`src/rtl/dance_pkg.sv`:
```
// Shared encodings for the dance-game datapath: arrow and grade codes,
// playfield geometry and the scroll scheduler state encoding.
package dance_pkg;

    localparam int SLOTS   = 26;
    localparam int ARROW_W = 3;
    localparam int GRADE_W = 2;
    localparam int ARRAY_W = SLOTS * ARROW_W;

    localparam logic [ARROW_W-1:0] ARROW_NONE  = 3'b000;
    localparam logic [ARROW_W-1:0] ARROW_UP    = 3'b001;
    localparam logic [ARROW_W-1:0] ARROW_LEFT  = 3'b010;
    localparam logic [ARROW_W-1:0] ARROW_DOWN  = 3'b011;
    localparam logic [ARROW_W-1:0] ARROW_RIGHT = 3'b100;
    localparam logic [ARROW_W-1:0] ARROW_SHAKE = 3'b110;

    localparam logic [GRADE_W-1:0] GRADE_NONE      = 2'b00;
    localparam logic [GRADE_W-1:0] GRADE_BAD       = 2'b01;
    localparam logic [GRADE_W-1:0] GRADE_GOOD      = 2'b10;
    localparam logic [GRADE_W-1:0] GRADE_EXCELLENT = 2'b11;

    typedef enum logic [1:0] {
        ST_IDLE  = 2'd0,
        ST_RUN   = 2'd1,
        ST_DRAIN = 2'd2
    } state_e;

endpackage

```
`src/rtl/player_lane_state.sv`:
```
// Per-player lane: single-entry pending arrow, 26-slot scroll array and the
// hit-grade indicator with its shadow register and hold counter.
module player_lane_state
    import dance_pkg::*;
#(
    parameter int unsigned HOLD_FRAMES = 30
) (
    input  logic               clock,
    input  logic               resetn,
    input  logic               run,
    input  logic               clear,
    input  logic               step,
    input  logic               vsync_pulse,
    input  logic [ARROW_W-1:0] new_arrow,
    input  logic               new_valid,
    output logic               new_ready,
    input  logic [GRADE_W-1:0] hit_grade,
    input  logic               hit_valid,
    output logic [ARRAY_W-1:0] arrow_array,
    output logic [GRADE_W-1:0] indicator,
    output logic               drained
);

    localparam logic [7:0] HOLD_INIT = 8'(HOLD_FRAMES);

    logic               pend_valid_q, pend_valid_d;
    logic [ARROW_W-1:0] pend_arrow_q, pend_arrow_d;
    logic [ARRAY_W-1:0] arr_q, arr_d;
    logic               shadow_valid_q, shadow_valid_d;
    logic [GRADE_W-1:0] shadow_grade_q, shadow_grade_d;
    logic [7:0]         hold_q, hold_d;
    logic [GRADE_W-1:0] ind_q, ind_d;

    // NOTE: every always_comb output gets its default first, so no path can infer a latch.
    always_comb begin
        new_ready      = run & ~clear & ~pend_valid_q;
        pend_valid_d   = pend_valid_q;
        pend_arrow_d   = pend_arrow_q;
        arr_d          = arr_q;
        shadow_valid_d = shadow_valid_q;
        shadow_grade_d = shadow_grade_q;
        hold_d         = hold_q;
        ind_d          = ind_q;

        // Capture only happens with pending empty, so a same-cycle step never inserts it.
        if (clear || !run) begin
            pend_valid_d = 1'b0;
            pend_arrow_d = ARROW_NONE;
        end else if (new_valid && new_ready) begin
            pend_valid_d = 1'b1;
            pend_arrow_d = new_arrow;
        end else if (step) begin
            pend_valid_d = 1'b0;
            pend_arrow_d = ARROW_NONE;
        end

        if (clear) begin
            arr_d = '0;
        end else if (step) begin
            arr_d = {arr_q[ARRAY_W-ARROW_W-1:0], (run && pend_valid_q) ? pend_arrow_q : ARROW_NONE};
        end

        if (clear) begin
            shadow_valid_d = 1'b0;
            shadow_grade_d = GRADE_NONE;
            hold_d         = '0;
            ind_d          = GRADE_NONE;
        end else begin
            if (vsync_pulse) begin
                if (shadow_valid_q) begin
                    ind_d          = shadow_grade_q;
                    hold_d         = HOLD_INIT;
                    shadow_valid_d = 1'b0;
                end else if (hold_q != 8'd0) begin
                    hold_d = hold_q - 8'd1;
                    if (hold_q == 8'd1) ind_d = GRADE_NONE;
                end
            end
            // A strobe coinciding with vsync lands in the shadow for the next frame.
            if (hit_valid) begin
                shadow_valid_d = 1'b1;
                shadow_grade_d = hit_grade;
            end
        end
    end

    // NOTE: sequential state uses non-blocking assignments only, so every flop samples pre-edge values.
    always_ff @(posedge clock or negedge resetn) begin
        if (!resetn) begin
            pend_valid_q   <= 1'b0;
            pend_arrow_q   <= ARROW_NONE;
            arr_q          <= '0;
            shadow_valid_q <= 1'b0;
            shadow_grade_q <= GRADE_NONE;
            hold_q         <= '0;
            ind_q          <= GRADE_NONE;
        end else begin
            pend_valid_q   <= pend_valid_d;
            pend_arrow_q   <= pend_arrow_d;
            arr_q          <= arr_d;
            shadow_valid_q <= shadow_valid_d;
            shadow_grade_q <= shadow_grade_d;
            hold_q         <= hold_d;
            ind_q          <= ind_d;
        end
    end

    assign arrow_array = arr_q;
    assign indicator   = ind_q;
    // Slot 25 falls off on the next step, so the lane empties if slots 0..24 are clear.
    assign drained     = (arr_q[ARRAY_W-ARROW_W-1:0] == '0);

endmodule

```
`src/rtl/arrow_scroll_scheduler.sv`:
```
// Two-player arrow scroll scheduler: run/drain FSM and frame counter that
// paces one-slot scroll steps for both player lanes.
module arrow_scroll_scheduler
    import dance_pkg::*;
#(
    parameter int unsigned FRAMES_PER_STEP       = 4,
    parameter int unsigned INDICATOR_HOLD_FRAMES = 30
) (
    input  logic               clock,
    input  logic               resetn,
    input  logic               vsync_pulse,
    input  logic               start,
    input  logic               stop,
    input  logic               clear,
    input  logic [ARROW_W-1:0] p1_new_arrow,
    input  logic               p1_new_valid,
    output logic               p1_new_ready,
    input  logic [ARROW_W-1:0] p2_new_arrow,
    input  logic               p2_new_valid,
    output logic               p2_new_ready,
    input  logic [GRADE_W-1:0] p1_hit_grade,
    input  logic               p1_hit_valid,
    input  logic [GRADE_W-1:0] p2_hit_grade,
    input  logic               p2_hit_valid,
    output logic [ARRAY_W-1:0] p1_arrow_array,
    output logic [ARRAY_W-1:0] p2_arrow_array,
    output logic [GRADE_W-1:0] p1_indicator,
    output logic [GRADE_W-1:0] p2_indicator,
    output logic               step_tick,
    output logic               busy
);

    localparam logic [7:0] LAST_FRAME = 8'(FRAMES_PER_STEP - 1);

    state_e     state_q, state_d;
    logic [7:0] frame_cnt_q, frame_cnt_d;
    logic       step_tick_q, step_tick_d;
    logic       step;
    logic       run;
    logic       p1_drained, p2_drained;

    assign run       = (state_q == ST_RUN);
    assign busy      = (state_q != ST_IDLE);
    assign step_tick = step_tick_q;

    always_comb begin
        step = !clear && (state_q != ST_IDLE) && vsync_pulse && (frame_cnt_q == LAST_FRAME);

        state_d = state_q;
        if (clear) begin
            state_d = ST_IDLE;
        end else begin
            case (state_q)
                ST_IDLE:  if (start && !stop) state_d = ST_RUN;
                ST_RUN:   if (stop) state_d = ST_DRAIN;
                ST_DRAIN: if (step && p1_drained && p2_drained) state_d = ST_IDLE;
                default:  state_d = ST_IDLE;
            endcase
        end

        frame_cnt_d = frame_cnt_q;
        if (state_q == ST_IDLE || state_d == ST_IDLE) begin
            frame_cnt_d = '0;
        end else if (vsync_pulse) begin
            frame_cnt_d = (frame_cnt_q == LAST_FRAME) ? 8'd0 : frame_cnt_q + 8'd1;
        end

        // Registered so the pulse appears together with the shifted arrays.
        step_tick_d = step;
    end

    always_ff @(posedge clock or negedge resetn) begin
        if (!resetn) begin
            state_q     <= ST_IDLE;
            frame_cnt_q <= '0;
            step_tick_q <= 1'b0;
        end else begin
            state_q     <= state_d;
            frame_cnt_q <= frame_cnt_d;
            step_tick_q <= step_tick_d;
        end
    end

    player_lane_state #(.HOLD_FRAMES(INDICATOR_HOLD_FRAMES)) u_p1 (
        .clock       (clock),
        .resetn      (resetn),
        .run         (run),
        .clear       (clear),
        .step        (step),
        .vsync_pulse (vsync_pulse),
        .new_arrow   (p1_new_arrow),
        .new_valid   (p1_new_valid),
        .new_ready   (p1_new_ready),
        .hit_grade   (p1_hit_grade),
        .hit_valid   (p1_hit_valid),
        .arrow_array (p1_arrow_array),
        .indicator   (p1_indicator),
        .drained     (p1_drained)
    );

    player_lane_state #(.HOLD_FRAMES(INDICATOR_HOLD_FRAMES)) u_p2 (
        .clock       (clock),
        .resetn      (resetn),
        .run         (run),
        .clear       (clear),
        .step        (step),
        .vsync_pulse (vsync_pulse),
        .new_arrow   (p2_new_arrow),
        .new_valid   (p2_new_valid),
        .new_ready   (p2_new_ready),
        .hit_grade   (p2_hit_grade),
        .hit_valid   (p2_hit_valid),
        .arrow_array (p2_arrow_array),
        .indicator   (p2_indicator),
        .drained     (p2_drained)
    );

endmodule

```
`config.mk`:
```
export PLATFORM = sky130hd
export DESIGN_NAME = arrow_scroll_scheduler
export DESIGN_NICKNAME = d
export VERILOG_FILES = /design/src/rtl/dance_pkg.sv /design/src/rtl/player_lane_state.sv /design/src/rtl/arrow_scroll_scheduler.sv
export SDC_FILE = /design/constraint.sdc
export NUM_CORES = 1
export LEC_CHECK = 0
export CAP_MARGIN = 40
export CORE_UTILIZATION = 55
export CTS_BUF_LIST = sky130_fd_sc_hd__clkbuf_4 sky130_fd_sc_hd__clkbuf_8
export CTS_CLUSTER_SIZE = 28
export DETAILED_ROUTE_END_ITERATION = 10
export PLACE_DENSITY = 0.81
export SLEW_MARGIN = 40
export SYNTH_ARGS = -nofsm -noshare
export SYNTH_HDL_FRONTEND = slang
export SYNTH_SLANG_ARGS = --single-unit
export TNS_END_PERCENT = 10
```
`constraint.sdc`:
```
create_clock -name clock -period 5.55 [get_ports clock]
set_clock_uncertainty 0.1 [all_clocks]
set_input_delay 1.11 -clock clock [delete_from_list [all_inputs] [get_ports clock]]
set_output_delay 1.11 -clock clock [all_outputs]
set_load 0.05 [all_outputs]
```
=== Word level (Yosys, flattened, before mapping) ===
Cells that the tools add are included.

* Reduce and logical (&&, ||, !) cells: 39
* Equal/unequal tests: 5
* $add $sub $neg: 3
* Mux-type cells: 51
* Bitwise gates (word level): 6

{| class="wikitable"
|+ Operator list
! cell !! count
|-
| two-way mux 78 bit || 4
|-
| zero test 75 bit || 2
|-
| two-way mux 8 bit || 11
|-
| two-way mux 2 bit || 18
|-
| nonzero test 3 bit || 8
|-
| two-way mux 3 bit || 7
|-
| == test 8 x 1 -> 1 bit, second input constant || 2
|-
| nonzero test 8 bit || 2
|-
| subtractor 8 x 1 -> 8 bit, second input constant || 2
|-
| nonzero test 2 bit || 6
|-
| logical AND 1 bit || 10
|-
| two-way mux 1 bit || 10
|-
| adder 8 x 1 -> 8 bit, second input constant || 1
|-
| == test 8 x 2 -> 1 bit, second input constant || 1
|-
| one-hot mux 2 bit (3 select lines) || 1
|-
| AND reduction 3 bit || 2
|-
| zero test 2 bit || 2
|-
| AND reduction 2 bit || 2
|-
| bitwise AND 1 bit || 3
|-
| zero test 1 bit || 3
|-
| NOT 1 bit || 3
|-
| == test 2 x 1 -> 1 bit, second input constant || 1
|-
| == test 2 bit, second input constant || 1
|-
| logical OR 1 bit || 2
|}

* Input port bits: 20
* Output and inout bits: 164
* Register bits after elaboration: 201
* Logic and storage cells: 121

=== Logic depth before layout (Yosys ltp) ===
* Word-level depth: 12
* Mapped depth: 9

=== Cells and area by module ===
A second synthesis with hierarchy kept.

* Cell total of the unflattened synthesis: 811
* Area, all modules: 8917.3 µm²

{| class="wikitable"
|+ Modules (own cells, without submodules)
! module !! times used !! area an instance (µm²) !! sequential area each (µm²) !! cells each
|-
| player_lane_state || 2 || 4171.5 || 2377.3 || 376
|-
| arrow_scroll_scheduler || 1 || 574.3 || 275.3 || 59
|}

=== Worst setup path after synthesis ===
No wires, ideal clock.

* Kind: input to output
* Start point: input clear
* End point: output p1_new_ready
* Stages on the path: 3
* Path slack: 2281 ps
* Data required time: 4340 ps
* Data arrival time: 2059 ps
* Path through: nor2_1 nand2_1 nor2_1

* Longest elaborated chain between the ends: 3

{| class="wikitable"
|+ RTL lines
! what !! line !! RTL
|-
| from (decl) || arrow_scroll_scheduler.sv:14 || <nowiki>input logic clear,</nowiki>
|-
| NOT 1 bit || player_lane_state.sv:36 || <nowiki>new_ready = run & ~clear & ~pend_valid_q;</nowiki>
|-
| bitwise AND 1 bit (2 in a row) || player_lane_state.sv:36 ||
|-
| to (decl) || arrow_scroll_scheduler.sv:17 || <nowiki>output logic p1_new_ready,</nowiki>
|}

Every way passes these cells.

=== Final worst setup path ===
* Start point: input clear
* End point: output p2_new_ready

* Longest elaborated chain between the ends: 3

{| class="wikitable"
|+ RTL lines
! what !! line !! RTL
|-
| NOT 1 bit || player_lane_state.sv:36 ||
|-
| bitwise AND 1 bit (2 in a row) || player_lane_state.sv:36 ||
|-
| to (decl) || arrow_scroll_scheduler.sv:20 || <nowiki>output logic p2_new_ready,</nowiki>
|}

Every way passes these cells.

==> out/qor.csv <==
stage;metric;value;unit
run_status;outcome;finished clean;
hold_path;Tightest Hold Check Type;reg -> reg;
logic_synthesis;Yosys top cell by area;dfrtp_1;
global_routing;grt ovf;0;
logic_synthesis;top cells by area, synth;dfrtp_1 58%, nand2_1 14%, nand3_1 5.6%;
routing;drt first pass iters;5;
clock_network;CTS Sinks;201;
clock_network;TritonCTS Buffers;35;
routing;# DRC;0;
floorplanning;full die area;16350;um^2
worst_setup_path;Worst EP required;4.34;ns
place;DP Wirelength;14.83;mm
final_layout;cell area after layout;11450;um^2
sta;Final Hold Fails;0;
power_and_ir_drop;leakage power;0.005274;uW
power_and_ir_drop;Design Power;3159;uW
worst_setup_path;worst-path cell chain;clkdlybuf4s50_1 -> nor2_1 -> nand2_1 -> nor2_1 -> clkdlybuf4s50_1;
clock_network;# hold bufs at CTS;0;
power_and_ir_drop;peak supply drop;0.0001930;V
sta;FMAX;248.7;MHz
worst_setup_path;crit-path max cell delay;0.81;ns
worst_setup_path;Setup crit end kind;output pin;
global_routing;largest net degree at the start of global routing;119;
clock_network;# H-tree levels;2;
final_layout;Area growth syn-to-layout;31.34;%
global_routing;initial antenna violation count;0;
place;pre-CTS setup slack;1.312;ns
clock_network;Post CTS Setup Buffer Count;0;
worst_setup_path;Bufs and invs on worst path;2;
global_routing;GRT Total Usage;28.94;%
logic_synthesis;synth warn;0;
worst_setup_path;CP max FO;10;
sta;worst slew pin tran;0.8364;ns
power_and_ir_drop;PwrDens;276.0;nW/um^2
routing;Detailed Route Iter0 Violations;657;
floorplanning;DIE HEIGHT;127.9;um
logic_synthesis;top-area cell type share of the netlist area;57.72;%
sta;Hold Slack;0.3992;ns
worst_setup_path;critical path arrival;2.81;ns
floorplanning;Core Box Area;15310;um^2
worst_setup_path;slowest stage cell, crit path;clkdlybuf4s50_1;
job;Max Cap Viol;0;
sta;relative slew slack;44.24;%
clock_network;CTS resizes;0;
clock_network;CTS tree;done;
clock_network;clock-pin transition on the worst setup and hold timing paths;0.06;ns
final_layout;layout cells sized above 1;7.001;%
logic_synthesis;Post-Syn Area per Cell;9.031;um^2
logic_synthesis;Cell variety after synth;45;
routing;antenna-violating nets left;0;
global_routing;vias in the first global route;7232;
logic_synthesis;post-synthesis sequential area ratio;57.72;%
logic_synthesis;Syn Nets;990;
worst_setup_path;CP startpoint kind;primary input;
sta;RSZ-0062 raised after global routing;no;
place;Port Buffer Count;183;
sta;Final period util;72.45;%
global_routing;first-pass GRT wire length;37.47;mm
place;final estimated routing congestion in global placement;0.8611;
logic_synthesis;Post-Synthesis Cells;965;
clock_network;clk_lat worst skew;0.51;ns
routing;via count;7722;
routing;DR vias/cell;5.645;
logic_synthesis;Synth Register Bits;201;
floorplanning;Die W;127.9;um
sta;Fin Setup TNS;0;ns
floorplanning;starting density of the core;56.90;%
sta;Setup violations, final;0;
clock_network;CTS root buffer;clkbuf_8;
routing;Post-Route WL;23.27;mm
floorplanning;I/O pin total;184;
logic_synthesis;mapped cell area;8715;um^2
routing;Routed wire per std cell;17.01;um
worst_setup_path;Crit path max-delay family;buffers and inverters;
floorplanning;num rows;45;
clock_network;clk buf depth;3;
sta;slack of the critical path;1.529;ns
sta;fin. max-slew vios;0;
place;area post-placement;10690;um^2
final_layout;Final #Nets;1161;
final_layout;n_diodes;0;
worst_setup_path;class of the most critical setup path;in -> out;
sta;min Tclk post-route;4.021;ns
==> synth_stat cells, drive strengths merged <==
library cell,number
o21ai,87
and2,1
and3,4
buf,27
nor3,13
clkbuf,30
nand4b,1
o21ba,1
mux2i,6
o211a,1
nor2,30
or4,1
nand2,321
a211oi,3
nor4b,3
nor2b,2
a2111oi,1
mux2,2
and3b,1
nor4,44
nand4,20
a31oi,1
or3,5
a21o,2
a41o,1
xnor2,7
nand2b,3
inv,12
ha,5
a21oi,23
xor2,4
nand3,97
a221oi,2
o22a,1
nor3b,2
dfrtp,201
==> per-stage QoR <==
step	cells	utilization, %
final	1368	74.74
after global routing	1368	74.74
after CTS	1368	74.72
after detailed placement	1310	69.83
after global placement	1308	69.49
after floorplan	965	-
==> worst paths after layout <==
check	slack [ns]	endpoint	depth (start not counted)	startpoint
max in group asynchronous	4.03	u_p2.arrow_array[20]	2	resetn
min in group asynchronous	0.44	u_p1.arrow_array[13]	1	resetn
setup / recovery	1.53	p2_new_ready	5	clear
hold reg to reg	0.40	u_p1.arrow_array[75]	2	u_p1.arrow_array[75]
setup reg to reg	2.78	frame_cnt_q[7]	7	frame_cnt_q[0]
hold / removal	0.40	u_p1.arrow_array[75]	2	u_p1.arrow_array[75]
==> report_power, final <==
part | switching, uW | total (uW) | internal (uW)
Sequential | 30.6 | 1520 | 1490
Clock | 579 | 1420 | 838
Combinational | 140 | 220 | 79.4
==> per-layer routing <==
metal	up-vias	global-route usage, %	share of wire (%)
li1	3623	-	-
met1	3784	39.51	43
met2	277	45.49	47
met3	38	7.554	8.1
met4	0	9.273	2.1
met5	-	0	0
==> cell usage in the layout, fill, tap and decap left out, types with 6 or more instances in the layout <==
cell type	count
dfrtp_1	201
mux2i_1	6
a21oi_1	21
nor4_1	43
o21ai_0	87
inv_1	10
clkdlybuf4s50_1	182
nor3_1	12
nand2_1	320
xnor2_1	7
clkbuf_8	51
nand4_1	20
nand3_1	96
nor2_1	29
==> worst min-delay path, delay by kind of cell, from the launching register on <==
family | cells | cell delay [ns]
simple gates | 2 | 0.12
flops | 1 | 0.34
==> state kept, by name (all words and copies together), names as in the netlist <==
register / cells
u_p1.arrow_array: 78
u_p2.arrow_array: 78
frame_cnt_q: 8
u_p1.hold_q: 8
u_p2.hold_q: 8
u_p1.pend_arrow_q: 3
u_p2.pend_arrow_q: 3
state_q: 2
u_p1.indicator: 2
u_p1.shadow_grade_q: 2
u_p2.indicator: 2
u_p2.shadow_grade_q: 2
step_tick: 1
u_p1.pend_valid_q: 1
u_p1.shadow_valid_q: 1
u_p2.pend_valid_q: 1
u_p2.shadow_valid_q: 1
==> cells by family (layout without fill, tap and decap cells) <==
kind of cell | after synthesis | after routing | synth area share [%]
AOI/OAI and AO/OA | 123 | 123 | 7.753
xor gates and xnor gates | 11 | 11 | 1.106
adders and majority gates | 5 | 5 | 0.7179
buffers and inverters | 69 | 261 | 3.317
DFF | 201 | 201 | 57.72
muxes | 8 | 8 | 0.9476
and+or+nand+nor | 548 | 548 | 28.44
==> final cells by class <==
cell class                      count  area (um^2)
Timing Repair Buffer              191         1944
Clock buffer                       56        739.5
Clock inverter                      2        10.01
Fill cell                        1167         3869
Tap cell                          211        264.0
Sequential cell                   201         5030
Multi-Input combinational cell    695         3411
Inverter                           12        47.55
Note: power is estimated with default switching activity, not from simulation.
